$ cat config.mk
export PLATFORM = sky130hd
export DESIGN_NAME = instr_control_fsm
export DESIGN_NICKNAME = d
export VERILOG_FILES = /design/src/rtl/cpu_pkg.sv /design/src/rtl/instr_decode.sv /design/src/rtl/instr_control_fsm.sv
export SDC_FILE = /design/constraint.sdc
export NUM_CORES = 1
export LEC_CHECK = 0
export CELL_PAD_IN_SITES_DETAIL_PLACEMENT = 0
export CELL_PAD_IN_SITES_GLOBAL_PLACEMENT = 1
export CORE_MARGIN = 4
export CORE_UTILIZATION = 31
export CTS_CLUSTER_SIZE = 10
export DETAILED_ROUTE_END_ITERATION = 6
export PLACE_DENSITY_LB_ADDON = 0.2
export SYNTH_ARGS = -nofsm -noshare
export SYNTH_HDL_FRONTEND = slang
export SYNTH_SLANG_ARGS = --single-unit
$ cat constraint.sdc
create_clock -name clk -period 1.5 [get_ports clk]
set_input_delay 0.3 -clock clk [delete_from_list [all_inputs] [get_ports clk]]
set_output_delay 0.3 -clock clk [all_outputs]
set_load 0.05 [all_outputs]
$ cat src/rtl/cpu_pkg.sv
// Shared types and constants for the instruction control FSM and its decoder.
// Holds the state encoding, opcode/ext constants, field positions and the decode bundle.
package cpu_pkg;

  typedef enum logic [1:0] {
    FETCH   = 2'd0,
    DECODE  = 2'd1,
    EXECUTE = 2'd2,
    ILLEGAL = 2'd3
  } state_t;

  // Major opcodes in IR[15:12]; 4'h4, 4'h8 and 4'hC are unassigned and decode as NOP.
  localparam logic [3:0] OP_RTYPE = 4'h0;
  localparam logic [3:0] OP_ANDI  = 4'h1;
  localparam logic [3:0] OP_ORI   = 4'h2;
  localparam logic [3:0] OP_XORI  = 4'h3;
  localparam logic [3:0] OP_ADDI  = 4'h5;
  localparam logic [3:0] OP_ADDUI = 4'h6;
  localparam logic [3:0] OP_ADDCI = 4'h7;
  localparam logic [3:0] OP_SUBI  = 4'h9;
  localparam logic [3:0] OP_SUBCI = 4'hA;
  localparam logic [3:0] OP_CMPI  = 4'hB;
  localparam logic [3:0] OP_MOVI  = 4'hD;
  localparam logic [3:0] OP_MULI  = 4'hE;
  localparam logic [3:0] OP_LUI   = 4'hF;

  // R-type compare only sets flags, so it is the one R-type op without writeback.
  localparam logic [3:0] EXT_CMP = 4'hB;

  localparam int OP_MSB   = 15;
  localparam int OP_LSB   = 12;
  localparam int RD_MSB   = 11;
  localparam int RD_LSB   = 8;
  localparam int EXT_MSB  = 7;
  localparam int EXT_LSB  = 4;
  localparam int RS_MSB   = 3;
  localparam int RS_LSB   = 0;
  localparam int IMM8_MSB = 7;
  localparam int IMM8_LSB = 0;

  typedef struct packed {
    logic [7:0]  opcode;
    logic [3:0]  rdest;
    logic [3:0]  rsrc;
    logic [15:0] imm;
    logic        imm_sel;
    logic        writes_back;
  } decode_t;

  function automatic logic [15:0] sign_ext8(input logic [7:0] v);
    return {{8{v[7]}}, v};
  endfunction

endpackage

$ cat src/rtl/instr_decode.sv
// Combinational instruction decoder: maps the 16-bit IR to the data path control bundle.
// Unsupported major opcodes produce an all-zero bundle, which the FSM treats as a NOP.
module instr_decode
  import cpu_pkg::*;
(
  input  logic [15:0] ir,
  output decode_t     dec
);

  logic [3:0] major;
  logic [3:0] ext;
  logic [3:0] rd;
  logic [3:0] rs;
  logic [7:0] imm8;

  assign major = ir[OP_MSB:OP_LSB];
  assign ext   = ir[EXT_MSB:EXT_LSB];
  assign rd    = ir[RD_MSB:RD_LSB];
  assign rs    = ir[RS_MSB:RS_LSB];
  assign imm8  = ir[IMM8_MSB:IMM8_LSB];

  always_comb begin
    // NOTE: default every output first so no path through the case leaves one unassigned (no latch).
    dec = '0;
    case (major)
      OP_RTYPE: begin
        dec.opcode      = {4'h0, ext};
        dec.rdest       = rd;
        dec.rsrc        = rs;
        dec.writes_back = (ext != EXT_CMP);
      end
      OP_ADDI, OP_ADDUI, OP_ADDCI, OP_SUBI, OP_SUBCI, OP_CMPI, OP_MULI: begin
        dec.opcode      = {major, 4'h0};
        dec.rdest       = rd;
        dec.imm         = sign_ext8(imm8);
        dec.imm_sel     = 1'b1;
        dec.writes_back = (major != OP_CMPI);
      end
      OP_ANDI, OP_ORI, OP_XORI, OP_MOVI: begin
        dec.opcode      = {major, 4'h0};
        dec.rdest       = rd;
        dec.imm         = {8'h00, imm8};
        dec.imm_sel     = 1'b1;
        dec.writes_back = 1'b1;
      end
      OP_LUI: begin
        dec.opcode      = {major, 4'h0};
        dec.rdest       = rd;
        dec.imm         = {imm8, 8'h00};
        dec.imm_sel     = 1'b1;
        dec.writes_back = 1'b1;
      end
      default: dec = '0;
    endcase
  end

endmodule

$ cat src/rtl/instr_control_fsm.sv
// Fetch/decode/execute controller: fetches over req/ack, registers decoded controls,
// strobes the one-hot register write in EXECUTE and owns the program counter.
module instr_control_fsm
  import cpu_pkg::*;
#(
  parameter int                   PC_WIDTH = 16,
  parameter logic [PC_WIDTH-1:0]  RESET_PC = '0,
  parameter int                   NUM_REGS = 16
) (
  input  logic                clk,
  input  logic                reset,
  output logic [PC_WIDTH-1:0] imem_addr,
  output logic                imem_req,
  input  logic                imem_ack,
  input  logic [15:0]         imem_data,
  output logic [7:0]          opcode,
  output logic [3:0]          Rdest_select,
  output logic [3:0]          Rsrc_select,
  output logic [15:0]         Imm,
  output logic                Imm_select,
  output logic [NUM_REGS-1:0] wEnable,
  output logic [PC_WIDTH-1:0] pc,
  output logic [1:0]          state_dbg
);

  state_t      state;
  logic [15:0] ir;
  decode_t     dec;

  instr_decode u_decode (
    .ir  (ir),
    .dec (dec)
  );

  assign imem_addr = pc;
  assign state_dbg = state;

  always_ff @(posedge clk) begin
    // NOTE: sequential state uses non-blocking assignments so every register samples pre-edge values.
    if (reset) begin
      state        <= FETCH;
      pc           <= RESET_PC;
      ir           <= '0;
      imem_req     <= 1'b0;
      opcode       <= '0;
      Rdest_select <= '0;
      Rsrc_select  <= '0;
      Imm          <= '0;
      Imm_select   <= 1'b0;
      wEnable      <= '0;
    end else begin
      case (state)
        FETCH: begin
          // The first FETCH cycle after reset only raises req; an ack there is ignored.
          if (imem_req && imem_ack) begin
            ir       <= imem_data;
            imem_req <= 1'b0;
            state    <= DECODE;
          end else begin
            imem_req <= 1'b1;
          end
        end
        DECODE: begin
          opcode       <= dec.opcode;
          Rdest_select <= dec.rdest;
          Rsrc_select  <= dec.rsrc;
          Imm          <= dec.imm;
          Imm_select   <= dec.imm_sel;
          // Registered here so the strobe is visible for exactly the EXECUTE cycle.
          wEnable      <= dec.writes_back ? (NUM_REGS'(1) << dec.rdest) : '0;
          state        <= EXECUTE;
        end
        EXECUTE: begin
          wEnable  <= '0;
          pc       <= pc + PC_WIDTH'(1);
          imem_req <= 1'b1;
          state    <= FETCH;
        end
        default: begin
          wEnable  <= '0;
          imem_req <= 1'b1;
          state    <= FETCH;
        end
      endcase
    end
  end

endmodule
==> results of run 1 <==
-- kinds of logic (layout without fill, tap and decap cells) --
kind of cell,after synthesis,after routing,synth area share [%]
buf+inv,41,185,6.98
compound gates,85,85,17.4
flops,84,84,48.6
fa+ha+maj,1,1,0.362
simple gates,149,149,22.3
xor+xnor,10,10,2.53
mux,5,5,1.70
-- worst max-delay path: stages (launching register included) --
cell and delay (ns):
dfxtp_2 0.34, or2_4 0.28, a32oi_4 0.42, nor4_4 0.10
a32o_1 0.27
-- power breakdown --
group	internal, mW	leakage (nW)	switching [mW]	total (mW)
sequential	2.24	0.690	0.0412	2.28
combinational	0.218	1.59	0.243	0.461
clock	0.815	0.0969	0.783	1.60
total	3.28	2.37	1.07	4.34
-- cell type report --
| class | count | area [um^2] | share of cell area, % |
|---|---|---|---|
| Clock buffer | 12 | 145 | 2.38 |
| Timing Repair Buffer | 166 | 2370 | 38.9 |
| Sequential cell | 84 | 1730 | 28.4 |
| Clock inverter | 4 | 48.8 | 0.800 |
| Multi-Input combinational cell | 250 | 1610 | 26.4 |
| Tap cell | 140 | 175 | 2.87 |
| Inverter | 3 | 11.3 | 0.185 |
-- sequential cells by signal, indices dropped and copies added, names as in the netlist --
name and cells:
Imm 16, imem_addr 16, ir 16, wEnable 16
opcode 8, Rdest_select 4, Rsrc_select 4, state_dbg 2
Imm_select 1, imem_req 1
-- synthesized netlist by cell type (3+ instances only) --
cell       n
dfxtp_1   84
a22oi_1   18
buf_1      4
o21ai_0    9
nand2_1   52
clkbuf_1   8
nand4_1    3
or3_1      4
nor2_1    51
nor3_1     7
inv_1      3
nand3_1    7
buf_2      7
xnor2_1    7
nor4_4     3
a22o_1     7
a21o_1     3
a21oi_1   30
nor2b_1    6
xor2_1     3
buf_4     17
a32o_1     7
-- metrics by stage --
| step | setup slack (ns) | utilization (%) | cells |
|---|---|---|---|
| 3_5_place_dp | -0.0766 | 52.9 | 634 |
| 6_report | -0.0189 | 56.0 | 659 |
| 4_1_cts | -0.00474 | 55.0 | 653 |
| 5_1_grt | -0.0789 | 56.0 | 659 |
| 3_3_place_gp | -0.0324 | 52.9 | 634 |
| 2_1_floorplan | -0.0358 | - | 375 |
-- path summary, 6_finish.rpt --
check                                   to  slack (ns)
worst min-delay path                 ir[9]        0.30
worst max-delay path            wEnable[6]       -0.02
worst max register to register  wEnable[6]       -0.02
worst min register to register     Imm[15]        0.49
-- placed cells by master (no fill, tap or decap), drive strengths merged, types with 3 or more instances in the layout --
| master | n |
|---|---|
| nand4 | 3 |
| nand4b | 3 |
| mux2 | 4 |
| a22oi | 18 |
| dfxtp | 84 |
| a22o | 9 |
| nor2 | 51 |
| a32o | 7 |
| clkdlybuf4s50 | 17 |
| buf | 149 |
| nand3 | 7 |
| nand2 | 52 |
| a21oi | 30 |
| or3 | 4 |
| inv | 4 |
| nor2b | 6 |
| o21ai | 10 |
| xnor2 | 7 |
| nor3 | 8 |
| xor2 | 3 |
| nor4 | 5 |
| clkbuf | 12 |
| a21o | 3 |
-- metal layers --
| metal | wire [um] | up-vias |
|---|---|---|
| li1 | - | 1568 |
| met1 | 4170 | 1482 |
| met2 | 4690 | 83 |
| met3 | 519 | 13 |
| met4 | 187 | 0 |
| met5 | 0 | - |
-- repair_timing --
item                                    in CTS  in global routing
endpoints found under the setup margin      25                 41
setup buffers                                3                  6
pin swaps                                    5                 10
gates resized for setup                      6                 19
==> flow_metrics.py, run 1 <==
metrics = {
    "setup_path": {
        "end_kind": "register",
        "r2r-start": "ir[13]",
        "critPathKind": "reg -> reg",
        "reg2regPathDepth": 4,
        "cp-startpoint": "ir[13]",
        "arrival_ns": 1.76,
        "crit_required_ns": 1.74,
        "cp_max_fo": 7,
        "start_kind": "register",
    },
    "finish": {
        "nNetsFinal": 534,
        "num_antenna_cells": 0,
        "fill_cells": 965,
        "postLayoutCellArea_um2": 6100,
        "drive_above_1_share_pct": 40.5,
        "area_delta_synth_final_pct": 76.4,
    },
    "floorplan": {
        "initial_core_util_pct": 31.8,
        "fp.dieArea_um2": 12900,
        "fp.dieW_um": 114,
        "boundaryPins": 103,
        "row_count": 38,
        "core_um2": 10900,
        "die_h_um": 114,
    },
    "placement": {
        "port-buffer-count": 102,
        "hpwl_um": 7290,
        "placed_area_um2": 5760,
        "gp_congestion": 0.770,
    },
    "synth": {
        "async_flop_share_pct": 0,
        "synth_area_leaders": "dfxtp_1 49%, nand2_1 5.6%, nor2_1 5.5%",
        "netlist_instances": 375,
        "ys_seq_area_share_pct": 48.6,
        "synth_seq_cells": 84,
        "synth_top_area_share_pct": 48.6,
        "syn_nets": 395,
        "netlist_area_um2": 3460,
        "ys_types": 48,
        "synth_flop_cell": "dfxtp_1",
        "synth_edf_count": 0,
        "ys_warn_count": 0,
        "synth_largest_area_cell": "dfxtp_1",
        "synth_area_per_cell_um2": 9.22,
    },
    "timing": {
        "finalSetupTns_ns": -0.0699,
        "worst_slack_ns": -0.0189,
        "setup_violations": 4,
        "hold_slack_ns": 0.304,
        "post-route-min-period_ns": 1.52,
        "drv_slew": 0,
        "slew_headroom_pct": 71.8,
        "finalCritPeriodShare_pct": 101,
        "fmax_mhz": 658,
        "worst_pin_slew_ns": 0.424,
        "skew_ns": 0.00801,
        "rsz0062_at_grt": "true",
        "hold_viol_final": 0,
    },
    "global_route": {
        "grt_pass1_wl_um": 15700,
        "antenna_found_initial": 0,
        "grt.met2_usage_pct": 25.5,
        "met1_usage_pct": 18.5,
        "overflow": 0,
        "busiest_layer": "met2",
        "gr-usage-all-layers_pct": 15.1,
        "grt_pass1_vias": 3135,
        "grt_start_max_net_pins": 25,
        "grt_util_met3_pct": 3.71,
    },
    "clocking": {
        "clockBufferDepth": 2,
        "clkTransAtPathRegs_ns": 0.08,
        "root_buffer": "clkbuf_8",
        "cts_inserted_buffers": 9,
        "clk_latency_ns": 0.35,
        "cts.sinks": 84,
        "htreeDepth": 3,
        "cts_tree": "done",
        "ctsHoldBuffers": 0,
    },
    "routing": {
        "routedWlPerCell_um": 14.5,
        "wl_um": 9560,
        "drt_iter0_drc": 105,
        "vias_per_cell": 4.77,
        "post-route-drc-count": 0,
        "first_pass_iters": 4,
        "drtAntennaViolNets": 0,
        "vias": 3146,
    },
    "hold_path": {
        "hold_path_depth": 2,
        "hp-class": "in -> reg",
        "hp-start": "reset",
    },
    "outcome": {
        "violations": "setup timing",
        "status": "complete, but fails checks",
    },
    "power": {
        "powerDensity_nw_per_um2": 712,
        "power_mw": 4.34,
        "vdd_drop_max_mv": 0.419,
        "p_leak_nw": 2.37,
    },
    "run": {
        "cap_violations": 0,
    },
}
Power figures use the tool's default switching activity.
==> run 2: changes to the inputs <==
--- a/config.mk
+++ b/config.mk
@@ -5,6 +5,7 @@
 export SDC_FILE = /design/constraint.sdc
 export NUM_CORES = 1
 export LEC_CHECK = 0
+export CAP_MARGIN = 25
 export CELL_PAD_IN_SITES_DETAIL_PLACEMENT = 0
 export CELL_PAD_IN_SITES_GLOBAL_PLACEMENT = 1
 export CORE_MARGIN = 4
==> results of run 2 <==
Same layout as run 1: the final DEF is identical, and so are final timing and power.
